## src/rtl/regfile_wr_arbiter.sv

```systemverilog
`default_nettype none
// ============================================================================
// Module      : regfile_wr_arbiter
// Description : Two-requester register-file write arbiter (round-robin on
//               contention) with a sequenced clear of registers 1..DEPTH-1.
//               Drives a single registered write port into the register file.
// Revision    : 1.0 - initial release
// ============================================================================
module regfile_wr_arbiter #(
    parameter int REG_ADDR_WIDTH = 5,
    parameter int REG_WIDTH      = 32,
    parameter int REGFILE_DEPTH  = 32
) (
    input  logic                      clk,
    input  logic                      rstn,
    // requester A: execute writeback
    input  logic                      a_valid,
    output logic                      a_ready,
    input  logic [REG_ADDR_WIDTH-1:0] a_addr,
    input  logic [REG_WIDTH-1:0]      a_data,
    // requester B: load writeback
    input  logic                      b_valid,
    output logic                      b_ready,
    input  logic [REG_ADDR_WIDTH-1:0] b_addr,
    input  logic [REG_WIDTH-1:0]      b_data,
    // clear control
    input  logic                      clr_req,
    output logic                      clr_busy,
    output logic                      clr_done,
    // registered register-file write port
    output logic                      wr_en,
    output logic [REG_ADDR_WIDTH-1:0] wr_addr,
    output logic [REG_WIDTH-1:0]      wr_data
);

    typedef enum logic [0:0] {
        RUN   = 1'b0,
        CLEAR = 1'b1
    } state_t;

    // last_grant encoding: 0 = A, 1 = B
    localparam logic                      c_GRANT_A  = 1'b0;
    localparam logic                      c_GRANT_B  = 1'b1;
    localparam logic [REG_ADDR_WIDTH-1:0] c_CNT_LAST = REG_ADDR_WIDTH'(REGFILE_DEPTH - 1);
    localparam logic [REG_ADDR_WIDTH-1:0] c_CNT_INIT = REG_ADDR_WIDTH'(1);

    state_t                    state_q;
    logic [REG_ADDR_WIDTH-1:0] cnt_q;
    logic                      last_grant_q;
    logic                      wr_en_q;
    logic [REG_ADDR_WIDTH-1:0] wr_addr_q;
    logic [REG_WIDTH-1:0]      wr_data_q;
    logic                      clr_done_q;

    logic                      w_accept_ok;
    logic                      w_a_hs;
    logic                      w_b_hs;

    // Ready generation: requests are accepted only in RUN with no pending
    // clear and outside reset; contention goes to the requester not granted
    // last time. Readies depend only on valids, never on each other.
    always_comb begin
        w_accept_ok = rstn && (state_q == RUN) && !clr_req;
        a_ready     = w_accept_ok && a_valid && (!b_valid || (last_grant_q == c_GRANT_B));
        b_ready     = w_accept_ok && b_valid && (!a_valid || (last_grant_q == c_GRANT_A));
        w_a_hs      = a_valid && a_ready;
        w_b_hs      = b_valid && b_ready;
    end

    // Arbiter / clear sequencer FSM with registered write port and done pulse.
    always_ff @(posedge clk or negedge rstn) begin
        if (!rstn) begin
            state_q      <= RUN;
            cnt_q        <= c_CNT_INIT;
            last_grant_q <= c_GRANT_B;
            wr_en_q      <= 1'b0;
            wr_addr_q    <= '0;
            wr_data_q    <= '0;
            clr_done_q   <= 1'b0;
        end else begin
            clr_done_q <= 1'b0;
            case (state_q)
                RUN: begin
                    wr_en_q <= 1'b0;
                    if (clr_req) begin
                        state_q <= CLEAR;
                        cnt_q   <= c_CNT_INIT;
                    end else if (w_a_hs) begin
                        last_grant_q <= c_GRANT_A;
                        // writes to x0 are accepted but discarded
                        if (a_addr != '0) begin
                            wr_en_q   <= 1'b1;
                            wr_addr_q <= a_addr;
                            wr_data_q <= a_data;
                        end
                    end else if (w_b_hs) begin
                        last_grant_q <= c_GRANT_B;
                        if (b_addr != '0) begin
                            wr_en_q   <= 1'b1;
                            wr_addr_q <= b_addr;
                            wr_data_q <= b_data;
                        end
                    end
                end
                CLEAR: begin
                    wr_en_q   <= 1'b1;
                    wr_addr_q <= cnt_q;
                    wr_data_q <= '0;
                    if (cnt_q == c_CNT_LAST) begin
                        // counter re-armed to 1 so it never holds address 0
                        state_q    <= RUN;
                        cnt_q      <= c_CNT_INIT;
                        clr_done_q <= 1'b1;
                    end else begin
                        cnt_q <= cnt_q + 1'b1;
                    end
                end
                default: begin
                    state_q <= RUN;
                    wr_en_q <= 1'b0;
                end
            endcase
        end
    end

    assign clr_busy = (state_q == CLEAR);
    assign clr_done = clr_done_q;
    assign wr_en    = wr_en_q;
    assign wr_addr  = wr_addr_q;
    assign wr_data  = wr_data_q;

endmodule
`default_nettype wire

```

## config.mk

```make
export PLATFORM = sky130hd
export DESIGN_NAME = regfile_wr_arbiter
export DESIGN_NICKNAME = d
export VERILOG_FILES = /design/src/rtl/regfile_wr_arbiter.sv
export SDC_FILE = /design/constraint.sdc
export NUM_CORES = 1
export LEC_CHECK = 0
export CORE_MARGIN = 2
export CORE_UTILIZATION = 38
export CTS_BUF_LIST = sky130_fd_sc_hd__clkbuf_16
export DETAILED_ROUTE_END_ITERATION = 8
export PLACE_DENSITY = 0.83
export SYNTH_ARGS = -nofsm -noshare
export SYNTH_HDL_FRONTEND = slang
export SYNTH_SLANG_ARGS = --single-unit
```

## constraint.sdc

```tcl
create_clock -name clk -period 1.7 [get_ports clk]
set_clock_uncertainty 0.1 [all_clocks]
set_input_delay 0.17 -clock clk [delete_from_list [all_inputs] [get_ports clk]]
set_output_delay 0.17 -clock clk [all_outputs]
set_load 0.02 [all_outputs]
```

## Word-level counts from Yosys, hierarchy flattened

Cells that the tools add are included.

| word-level totals | value |
|---|---|
| bits in registers | 46 |
| input bits | 79 |
| output and inout bits | 42 |
| logic and storage cells | 63 |

| operators by class | value |
|---|---|
| $add $sub $neg | 1 |
| equal/unequal tests | 6 |
| muxes and demuxes | 28 |
| bitwise logic cells | 3 |
| reduce and logical (&&, ||, !) cells | 18 |

Operator list:

| kind | number |
|---|---|
| 32-bit two-way mux | 5 |
| 32-bit case mux with 2 select lines | 1 |
| 5-bit two-way mux | 7 |
| 5-bit case mux with 2 select lines | 2 |
| 1-bit two-way mux | 11 |
| 5-bit nonzero test | 2 |
| 1-bit logical AND | 8 |
| 3-bit by 2-bit inequality test with 1-bit output (second input constant) | 2 |
| 5-bit by 1-bit adder with 5-bit output (second input constant) | 1 |
| 5-bit equality test (second input constant) | 1 |
| 2-bit inequality test (second input constant) | 2 |
| 1-bit case mux with 2 select lines | 2 |
| 4-bit AND reduction | 1 |
| 1-bit logical NOT | 3 |
| 3-bit inequality test (second input constant) | 1 |
| 1-bit NOT | 3 |
| 3-bit AND reduction | 1 |
| 1-bit logical OR | 2 |
| 2-bit nonzero test | 1 |

## Longest topological paths before layout

Gate-level depths: netlist (run 1).

| logic depth | value |
|---|---|
| depth in word-level cells | 10 |
| gate-level depth with buffers | 7 |

## Least setup slack after synthesis (run 1)

OpenSTA, ideal clock, no wires.

| timing path | value |
|---|---|
| path type | reg-to-reg |
| from | reg state_q, in the netlist clr_busy |
| to | reg wr_data_q[12], in the netlist wr_data[12] |
| setup time | 0.096 ns |
| arrival | 1.794 ns |
| setup slack | -0.290 ns |
| cell stages (with the launch flop) | 7 |
| cell sequence | dfrtp_1 nor2_2 o2111ai_1 inv_2 clkbuf_1 nand2_1 a311oi_2 |

| on the way | value |
|---|---|
| word-level cells in the longest chain between the ends | 9 |
| elaborated cells between the ends (all ways) | 17 |
| those cells by class | eq/ne: 4; mux: 3; bitwise: 1; reduce/logical: 9 |

Ends and longest elaborated chain:

| what | RTL line | source |
|---|---|---|
| start: declaration | 47 | `state_t state_q;` |
| start signal: assignment | 73 | `state_q <= RUN;` |
| start signal: assignment | 86 | `state_q <= CLEAR;` |
| start signal: assignment | 111 | `state_q <= RUN;` |
| 1-bit NOT (no line) (*) | -- |  |
| 1-bit logical AND (*) (2 in series) | 63 | `w_accept_ok = rstn && (state_q == RUN) && !clr_req;` |
| 1-bit logical AND (*) (2 in series) | 64 | `a_ready = w_accept_ok && a_valid && (!b_valid \|\| (last_grant_q == c_GRANT_B));` |
| net a_ready | 18 | `output logic a_ready,` |
| 1-bit logical AND (*) | 66 | `w_a_hs = a_valid && a_ready;` |
| 32-bit two-way mux | 88 | `end else if (w_a_hs) begin` |
| 32-bit two-way mux | 85 | `if (clr_req) begin` |
| 32-bit case mux with 2 select lines | 82 | `case (state_q)` |
| end signal: assignment | 94 | `wr_data_q <= a_data;` |
| end signal: assignment | 101 | `wr_data_q <= b_data;` |
| end: declaration | 52 | `logic [REG_WIDTH-1:0] wr_data_q;` |

The timed path passes the listed nets; every way through them passes the cells marked *. The select of a mux whose other input is x is not followed.
A chain may end at the register's enable or synchronous reset.

## Final worst setup path (run 1)

| timing path | value |
|---|---|
| from | in b_addr[2] |
| to | reg wr_data_q[8], in the netlist wr_data[8] |

| on the way | value |
|---|---|
| word-level cells in the longest chain between the ends | 3 |

Ends and longest elaborated chain:

| what | RTL line | source |
|---|---|---|
| start: declaration | 24 | `input logic [REG_ADDR_WIDTH-1:0] b_addr,` |
| 5-bit nonzero test | 98 | `if (b_addr != '0) begin` |
| 3-bit by 2-bit inequality test with 1-bit output (no line) | -- |  |
| 4-bit AND reduction (no line) | -- |  |

Every way passes these cells.

==> results of run 1 <==
[stage by stage]
stage	hold WS, ns	std cells	util [%]	worst slack, ns
detailed placement	0.151	488	64.6	-0.611
CTS	0.110	508	70.2	-0.0511
finish	0.128	510	71.0	-0.0507
floorplan	-0.226	263	-	-0.0360
global route	0.139	510	71.0	-0.111
global placement	0.137	488	64.6	-0.575
[cells by family (layout without fill, tap and decap cells)]
kind of cell               after synthesis  after routing  share of synthesized area [%]
AOI/OAI and AO/OA                       87             87                           34.3
and+or+nand+nor                         98             98                           16.2
DFF                                     46             46                           43.3
adders and majority gates                2              2                          0.940
buffers and inverters                   30            181                           5.27
[cells in the final DEF, fill, tap and decap left out, types with 2 or more instances in the layout]
cell             instances
o21ai_1                  2
dfrtp_1                 43
clkbuf_16                5
nor2b_1                  4
dfstp_2                  2
a311oi_2                32
buf_16                   3
buf_2                    5
ha_4                     2
nand2b_4                 2
buf_6                    5
buf_12                   8
a21oi_1                  2
o41ai_2                  5
nor4_1                   4
clkdlybuf4s50_1        110
nand2_1                 69
a211oi_2                37
nor3_1                   6
a22o_1                   2
dlygate4sd2_1            2
buf_4                   34
[Yosys cell counts]
master / n
a211oi_1: 37
a21boi_0: 1
a21o_4: 1
a21oi_1: 2
a22o_1: 2
a311oi_1: 2
a311oi_2: 30
and2_1: 1
and3_1: 2
and3b_1: 1
buf_2: 4
buf_6: 3
clkbuf_1: 20
dfrtp_1: 44
dfstp_2: 2
ha_1: 2
inv_1: 2
inv_2: 1
nand2_1: 70
nand2b_1: 3
nand3_1: 1
nor2_1: 1
nor2_2: 1
nor2b_1: 5
nor3_1: 6
nor4_1: 5
o2111a_1: 1
o2111ai_1: 1
o21a_1: 1
o21ai_0: 3
o31ai_1: 1
o41ai_1: 2
o41ai_2: 3
or2_1: 1
or4_1: 1
[metal layers]
| layer | track usage (%) | part of all wire, % | up-vias |
|---|---|---|---|
| met2 | 41.7 | 54 | 105 |
| met1 | 27.1 | 40 | 1365 |
| met5 | 0 | 0 | - |
| met3 | 3.58 | 5.6 | 4 |
| met4 | 4.90 | 0.67 | 0 |
| li1 | - | - | 1306 |
[layout make-up]
class                   count  share of cell area, %
well taps                  96                   2.49
inverters                   3                  0.285
multi-input cells         187                   34.6
flip-flops and latches     46                   23.9
clock inverters             3                  0.337
repair buffers            170                   35.8
clock buffers               5                   2.59
[worst min-delay path: cells and delay by family]
kind / cells / cell delay, ns
buffers and inverters: 1 / 0.09
AO/OA/AOI/OAI: 1 / 0.08
AND/OR/NAND/NOR: 1 / 0.12
[report_power, final]
part,internal (mW),switching [mW]
Clock,0.537,0.408
Combinational,0.868,0.855
Sequential,1.28,0.161
[state kept, by name, summed over array words and instances (netlist names)]
register / cells
last_grant_q: 1
wr_addr: 5
clr_done: 1
wr_data: 32
wr_en: 1
clr_busy: 1
cnt_q: 5
[worst max-delay path by stage]
stage | startpoint | end | slack (ns) | cells after the start
floorplan | b_addr[2] | wr_data[11]$_DFFE_PN0P_ | -0.04 | 5
global placement | b_addr[2] | wr_addr[1]$_DFFE_PN0P_ | -0.57 | 6
detailed placement | b_addr[2] | wr_addr[1]$_DFFE_PN0P_ | -0.61 | 6
CTS | b_addr[4] | wr_data[8]$_DFFE_PN0P_ | -0.05 | 6
global route | clr_busy$_DFF_PN0_ | wr_data[29]$_DFFE_PN0P_ | -0.11 | 5
finish | b_addr[2] | wr_data[8]$_DFFE_PN0P_ | -0.05 | 6
[what timing repair did]
action	CTS	global route
hold buffers	1	0
endpoints found under the setup margin	42	41
gates cloned	3	0
hold endpoints to repair	44	0
pin swaps	12	8
gates resized for setup	47	21
setup buffers	8	4
==> results.toml, run 1 <==
[outcome]
status = "finished with violations"
violations = "setup timing"

[final_layout]
nFillCells = 485
fin_nets = 494
area_growth_pct = 81.3
design_area_um2 = 4830
multiInputGateArea_um2 = 1670
antenna_cells = 0
final-seq-area_um2 = 1150
drive_above_1_share_pct = 37.9

[critical_path]
cp-end-kind = "flip-flop"
slowest_delay_ns = 0.54
worstPathArrival_ns = 1.83
r2r_start = "clr_busy$_DFF_PN0_"
r2r_slack_ns = -0.04
worstRegToRegCells = 5
path_class = "in2reg"
cpLargestDelayFamily = "compound AO/OA/AOI/OAI gates"
critPathSlowestCell = "or4_4"
crit_required_ns = 1.78
path_cells = "buf_6 > or4_4 > o2111a_2 > a21o_4 > buf_12 > a311oi_2"
critPathBufInv = 2
crit_fanout = 7
start_kind = "input pin"
r2r_end = "wr_addr[4]$_DFFE_PN0P_"

[sta]
setup_viol = 35
relSlewSlack_pct = 78.4
rsz0062_at_grt = "true"
hold_violations = 0
period_minus_slack_ns = 1.75
finalSetupTns_ns = -0.606
worstMarginPinSlew_ns = 0.322
post-route-period-util_pct = 103
slew_viol_final = 0
setup_slack_ns = -0.0507
max_freq_ghz = 0.571

[floorplanning]
start_util_pct = 39.2
coreArea_um2 = 6790
row_count = 30
die_w_um = 87.7
dieArea_um2 = 7690
die_h_um = 87.7
io_pins = 121

[placed_design]
port_buffers = 120
post_dp_cell_area_um2 = 4390
gp_congestion = 0.840
dp_hpwl_mm = 6.25

[global_routing]
grt_max_degree = 34
grt-ovfl-total = 0
grtUsageTotal_pct = 22.4
antenna_found_initial = 0
grt_pass1_vias = 2846
grt_pass1_wl_mm = 13.5

[synth]
synth.distinct_cells = 35
yosysWarnings = 0
postSynthAreaPerCell_um2 = 10.1
synth_cells = 263
yosys.area.top_type = "dfrtp_1"
synth_nets = 344
synth_seq_cells = 46
yosys-top-cells-area = "dfrtp_1, a311oi_2, a211oi_1, nand2_1, clkbuf_1"
syn_area_um2 = 2660
yosysTopAreaCellShare_pct = 41.4
synth_seq_area_share_pct = 43.3

[clocking]
path_clk_slew_ns = 0.06
cts_sinks = 46
numCtsBuffers = 5
clock_tree.root_cell = "clkbuf_16"
clk_latency_ns = 0.28
htree_num_levels = 2
cts_buffer_depth = 2
cts_tree = "yes"

[route]
drc = 0
wire_per_inst_um = 17.4
routed_wirelength_mm = 8.87
ant_nets = 0
first_pass_iters = 4
via_per_inst = 5.45
first_iter_violations = 107
via_count = 2780

[power_and_ir_drop]
leakage_nw = 1.85
vdd_drop_max_v = 0.000462
p_per_area_nw_per_um2 = 850
power_mw = 4.10

[min_path]
hp-class = "in2reg"
holdPathStages = 3
whs_endpoint = "wr_addr[2]$_DFFE_PN0P_"
min_from = "b_addr[2]"

[job]
cap_violations = 0
Power figures use the tool's default switching activity.
==> run 2, diff against run 1 <==
--- a/config.mk
+++ b/config.mk
@@ -5,11 +5,13 @@
 export SDC_FILE = /design/constraint.sdc
 export NUM_CORES = 1
 export LEC_CHECK = 0
+export CAP_MARGIN = 0
 export CORE_MARGIN = 2
 export CORE_UTILIZATION = 38
 export CTS_BUF_LIST = sky130_fd_sc_hd__clkbuf_16
 export DETAILED_ROUTE_END_ITERATION = 8
 export PLACE_DENSITY = 0.83
+export SKIP_LAST_GASP = 1
 export SYNTH_ARGS = -nofsm -noshare
 export SYNTH_HDL_FRONTEND = slang
 export SYNTH_SLANG_ARGS = --single-unit
==> run 2 against run 1 <==
Net effect: the run still ends with setup timing left; non-clock buffer count rose by 3; critical path type unchanged; hold slack improved by 0.024 ns; largest power group unchanged; final area rose by 0.60%; setup slack got worse by 0.0030 ns; sequential power barely moved; die area did not move; highest routed layer unchanged; maximum frequency fell by 0.17%; clock-buffer cell count did not move.
==> results.toml, run 2 (synthesis results as in run 1) <==
[global_routing]
grt-ovfl-total = 0
antenna_found_initial = 0
grt_max_degree = 34
grtUsageTotal_pct = 22.2
grt_pass1_wl_mm = 13.4
grt_pass1_vias = 2843

[floorplanning]
start_util_pct = 39.2
coreArea_um2 = 6790
row_count = 30
io_pins = 121
dieArea_um2 = 7690
die_w_um = 87.7
die_h_um = 87.7

[sta]
slew_viol_final = 0
post-route-period-util_pct = 103
period_minus_slack_ns = 1.75
setup_viol = 36
whs_ns = 0.152
hold_violations = 0
max_freq_ghz = 0.570
relSlewSlack_pct = 78.4
worstMarginPinSlew_ns = 0.322
rsz0062_at_grt = "true"
setup_slack_ns = -0.0537

[final_layout]
fin_nets = 497
drive_above_1_share_pct = 37.9
design_area_um2 = 4850
area_growth_pct = 82.4
largest_register_ffs = 32
multiInputGateArea_um2 = 1660
final_cell_mix = "clkdlybuf4s50_1, nand2_1, dfrtp_1"
post-route-util_pct = 71.5
final_common_cell = "clkdlybuf4s50_1"
nFillCells = 482
final-seq-area_um2 = 1150
antenna_cells = 0

[power_and_ir_drop]
swShare_pct = 34.8
power.switching_mw = 1.43
p_seq_share_pct = 35.0
p_comb_share_pct = 41.9
p_clk_share_pct = 23.0
intPower_mw = 2.68
power_mw = 4.10
vdd_drop_max_v = 0.000463
leakage_nw = 1.87
p_per_area_nw_per_um2 = 845

[route]
first_pass_iters = 4
routed_wirelength_mm = 9.02
wire_per_inst_um = 17.6
drc = 0
via_per_inst = 5.39
ant_nets = 0
first_iter_violations = 85
via_count = 2764

[clocking]
clk_latency_ns = 0.28
cts_tree = "yes"
path_clk_slew_ns = 0.07
clock_tree.root_cell = "clkbuf_16"
cts_sinks = 46
numCtsBuffers = 5
htree_num_levels = 2
cts_buffer_depth = 2

[critical_path]
r2r_start = "clr_busy$_DFF_PN0_"
cp-end-kind = "flip-flop"
start_kind = "input pin"
r2r_slack_ns = -0.03
crit_required_ns = 1.77
crit_fanout = 9
worstPathArrival_ns = 1.82
path_class = "in2reg"
r2r_end = "wr_data[19]$_DFFE_PN0P_"
worstRegToRegCells = 6

[placed_design]
gp_congestion = 0.840
port_buffers = 120
place_ws_ns = -0.611
post_dp_cell_area_um2 = 4390
dp_hpwl_mm = 6.25

[min_path]
whs_endpoint = "wr_addr[1]$_DFFE_PN0P_"
holdPathStages = 3
hp-class = "in2reg"
min_from = "b_addr[1]"

[outcome]
status = "finished with violations"
violations = "setup timing"

[job]
cap_violations = 0
[run 2: metal layers]
metal / routed length [µm] / track usage, % / up-vias
li1: - / - / 1311
met1: 3640 / 26.7 / 1367
met2: 4860 / 41.6 / 84
met3: 476 / 3.58 / 2
met4: 40 / 4.76 / 0
met5: 0 / 0 / -
[run 2: critical path, cell delays in order]
cell      delay (ns)
buf_2           0.11
or4_4           0.52
o2111a_2        0.36
buf_12          0.17
nor2b_1         0.14
o41ai_2         0.35
[run 2: worst max-delay path by stage]
stage / startpoint / end / slack [ns] / depth (start not counted)
after floorplan: b_addr[2] / wr_data[11]$_DFFE_PN0P_ / -0.04 / 5
after global placement: b_addr[2] / wr_addr[1]$_DFFE_PN0P_ / -0.57 / 6
after detailed placement: b_addr[2] / wr_addr[1]$_DFFE_PN0P_ / -0.61 / 6
after CTS: clr_busy$_DFF_PN0_ / a_ready / -0.09 / 4
after global routing: a_addr[4] / wr_addr[2]$_DFFE_PN0P_ / -0.11 / 7
final: b_addr[1] / wr_addr[4]$_DFFE_PN0P_ / -0.05 / 6
[run 2: cell type report]
| class | instances | share of cell area, % |
|---|---|---|
| multi-input combinational | 187 | 34.2 |
| clock inverter | 3 | 0.335 |
| tap | 96 | 2.47 |
| timing repair buffer | 173 | 36.4 |
| inverter | 3 | 0.284 |
| clock buffer | 5 | 2.58 |
| sequential | 46 | 23.8 |
[run 2: power groups by stage]
stage               Sequential [mW]  Combinational [mW]  Clock, mW
floorplan                      1.52               0.741          0
global placement               1.41                1.50          0
detailed placement             1.42                1.54          0
CTS                            1.41                1.65      0.954
global route                   1.45                1.84      0.996
finish                         1.44                1.72      0.945
[run 2: metrics by stage]
stage	instances	setup TNS, ns
floorplan	263	-0.508
global placement	488	-20.56
detailed placement	488	-21.98
CTS	508	-0.518
global route	513	-3.18
finish	513	-0.653
[run 2: repair_timing]
item	CTS	global route
hold buffers	1	0
endpoints found under the hold margin	44	0
buffers inserted	8	5
gates resized for setup	41	22
cloned	3	1
pin swaps	8	9
endpoints found under the setup margin	42	41
==> run 3, diff against run 2 <==
--- a/config.mk
+++ b/config.mk
@@ -6,7 +6,6 @@
 export NUM_CORES = 1
 export LEC_CHECK = 0
 export CAP_MARGIN = 0
-export CORE_MARGIN = 2
 export CORE_UTILIZATION = 38
 export CTS_BUF_LIST = sky130_fd_sc_hd__clkbuf_16
 export DETAILED_ROUTE_END_ITERATION = 8
==> run 3 against run 2 <==
Net effect: the flow still finishes with violations (setup timing); flip-flop and latch count unchanged; critical path depth unchanged; sequential power about the same; setup slack improved by 0.014 ns; die area decreased by 4.5%; routed wire length increased by 6.5%; critical endpoint is now wr_data[13]$_DFFE_PN0P_; highest routed layer unchanged.
==> results.toml, run 3 (synthesis results as in run 1) <==
[outcome]
status = "finished with violations"
violations = "setup timing"

[power_and_ir_drop]
p_clk_share_pct = 21.9
p_per_area_nw_per_um2 = 851
swShare_pct = 34.9
power_mw = 4.20
power.switching_mw = 1.46
p_comb_share_pct = 44.0
leakage_nw = 1.92
vdd_drop_max_v = 0.000557
p_seq_share_pct = 34.2
intPower_mw = 2.73

[route]
routed_wirelength_mm = 9.60
first_iter_violations = 177
first_pass_iters = 4
via_count = 2916
drc = 0
wire_per_inst_um = 18.7
via_per_inst = 5.68
ant_nets = 0

[floorplanning]
die_w_um = 85.7
io_pins = 121
start_util_pct = 39.2
coreArea_um2 = 6790
die_h_um = 85.7
row_count = 30
dieArea_um2 = 7340

[clocking]
clock_tree.root_cell = "clkbuf_16"
clk_latency_ns = 0.28
path_clk_slew_ns = 0.07
htree_num_levels = 2
cts_buffer_depth = 2
cts_tree = "yes"
cts_sinks = 46
numCtsBuffers = 5

[critical_path]
cp-end-kind = "flip-flop"
worstPathArrival_ns = 1.82
r2r_end = "wr_data[13]$_DFFE_PN0P_"
path_cells = "buf_2 > or4_4 > o2111a_2 > a21o_4 > buf_12 > a311oi_2"
r2r_start = "last_grant_q$_DFFE_PN1P_"
crit_required_ns = 1.78
start_kind = "input pin"
critPathSlowestCell = "or4_4"
slowest_delay_ns = 0.54
r2r_slack_ns = -0.02
crit_fanout = 7
path_class = "in2reg"
worstRegToRegCells = 5

[final_layout]
largest_register_ffs = 32
antenna_cells = 0
final_cell_mix = "clkdlybuf4s50_1, nand2_1, dfrtp_1"
post-route-util_pct = 72.7
drive_above_1_share_pct = 38.6
final_common_cell = "clkdlybuf4s50_1"
area_growth_pct = 85.5
final-seq-area_um2 = 1150
multiInputGateArea_um2 = 1700
final_cells = 513
nFillCells = 455
fin_nets = 497

[min_path]
min_from = "b_addr[1]"
hp-class = "in2reg"
holdPathStages = 3
whs_endpoint = "wr_addr[1]$_DFFE_PN0P_"

[sta]
hold_violations = 0
slew_viol_final = 0
post-route-period-util_pct = 102
max_freq_ghz = 0.575
setup_viol = 15
setup_slack_ns = -0.0401
worstMarginPinSlew_ns = 0.360
relSlewSlack_pct = 76.0
period_minus_slack_ns = 1.74
rsz0062_at_grt = "true"

[global_routing]
grt_max_degree = 30
antenna_found_initial = 0
grt_pass1_wl_mm = 14.7
grt-ovfl-total = 0
grt_pass1_vias = 3056
grtUsageTotal_pct = 25.6

[placed_design]
dp_hpwl_mm = 6.25
dp_cells = 488
port_buffers = 120
gp_congestion = 0.775

[job]
cap_violations = 0
-- run 3: cell types whose count changed in the layout (fill, tap and decap cells not counted), moves of 2 or more --
cell	previous run	this run
clkbuf_16	6	8
clkbuf_2	3	1
buf_6	5	9
a211oi_2	37	34
dlymetal6s2s_1	0	2
buf_4	35	30
clkdlybuf4s50_1	110	108
buf_12	8	6
a211oi_4	0	3
-- run 3: worst max-delay path: cells and delay by family --
kind	cells	cell delay (ns)
compound gates	3	0.83
buf+inv	2	0.27
simple gates	1	0.54
-- run 3: area by class of cell --
| cell class | instances | share of cell area, % |
|---|---|---|
| tap | 96 | 2.43 |
| inverter | 3 | 0.330 |
| clock buffer | 5 | 2.53 |
| sequential | 46 | 23.4 |
| clock inverter | 3 | 0.253 |
| multi-input combinational | 187 | 34.4 |
| timing repair buffer | 173 | 36.6 |
-- run 3: worst max path at each step --
| stage | startpoint | endpoint | slack, ns | cells after the start |
|---|---|---|---|---|
| floorplan | b_addr[2] | wr_data[11]$_DFFE_PN0P_ | -0.04 | 5 |
| finish | b_addr[4] | wr_data[13]$_DFFE_PN0P_ | -0.04 | 6 |
| global route | a_addr[0] | wr_data[13]$_DFFE_PN0P_ | -0.11 | 7 |
| detailed placement | b_addr[2] | wr_addr[1]$_DFFE_PN0P_ | -0.67 | 6 |
| CTS | clr_busy$_DFF_PN0_ | wr_data[3]$_DFFE_PN0P_ | -0.08 | 6 |
| global placement | b_addr[2] | wr_addr[1]$_DFFE_PN0P_ | -0.56 | 6 |
-- run 3: per-layer routing --
metal,vias to the layer above,GRT usage [%],routed length (µm)
met1,1440,30.0,3710
met2,148,45.2,5070
met5,-,0,0
met3,23,5.87,579
li1,1305,-,-
met4,0,10.2,242
-- run 3: power groups by stage --
stage	clock network, mW	logic, mW	registers (mW)
2_1_floorplan	0	0.741	1.52
3_3_place_gp	0	1.49	1.41
3_5_place_dp	0	1.55	1.42
4_1_cts	0.928	1.69	1.42
5_1_grt	0.991	1.95	1.45
6_report	0.919	1.85	1.43
-- run 3: what timing repair did --
| action | in CTS | in global routing |
|---|---|---|
| setup buffers | 6 | 5 |
| resized for setup | 54 | 36 |
| pin swaps | 6 | 22 |
| endpoints found under the hold margin | 44 | 0 |
| cloned | 2 | 4 |
| setup endpoints to repair | 43 | 43 |
| hold buffers | 1 | 0 |
-- run 3: per-stage QoR --
stage	setup slack, ns	area, µm²	TNS [ns]	hold WS (ns)
floorplan	-0.0360	2860	-0.508	-0.226
global placement	-0.562	4340	-20.03	-0.0760
detailed placement	-0.670	4340	-21.11	-0.0708
CTS	-0.0820	4720	-1.44	0.118
global route	-0.115	4940	-2.10	0.133
finish	-0.0401	4940	-0.266	0.138
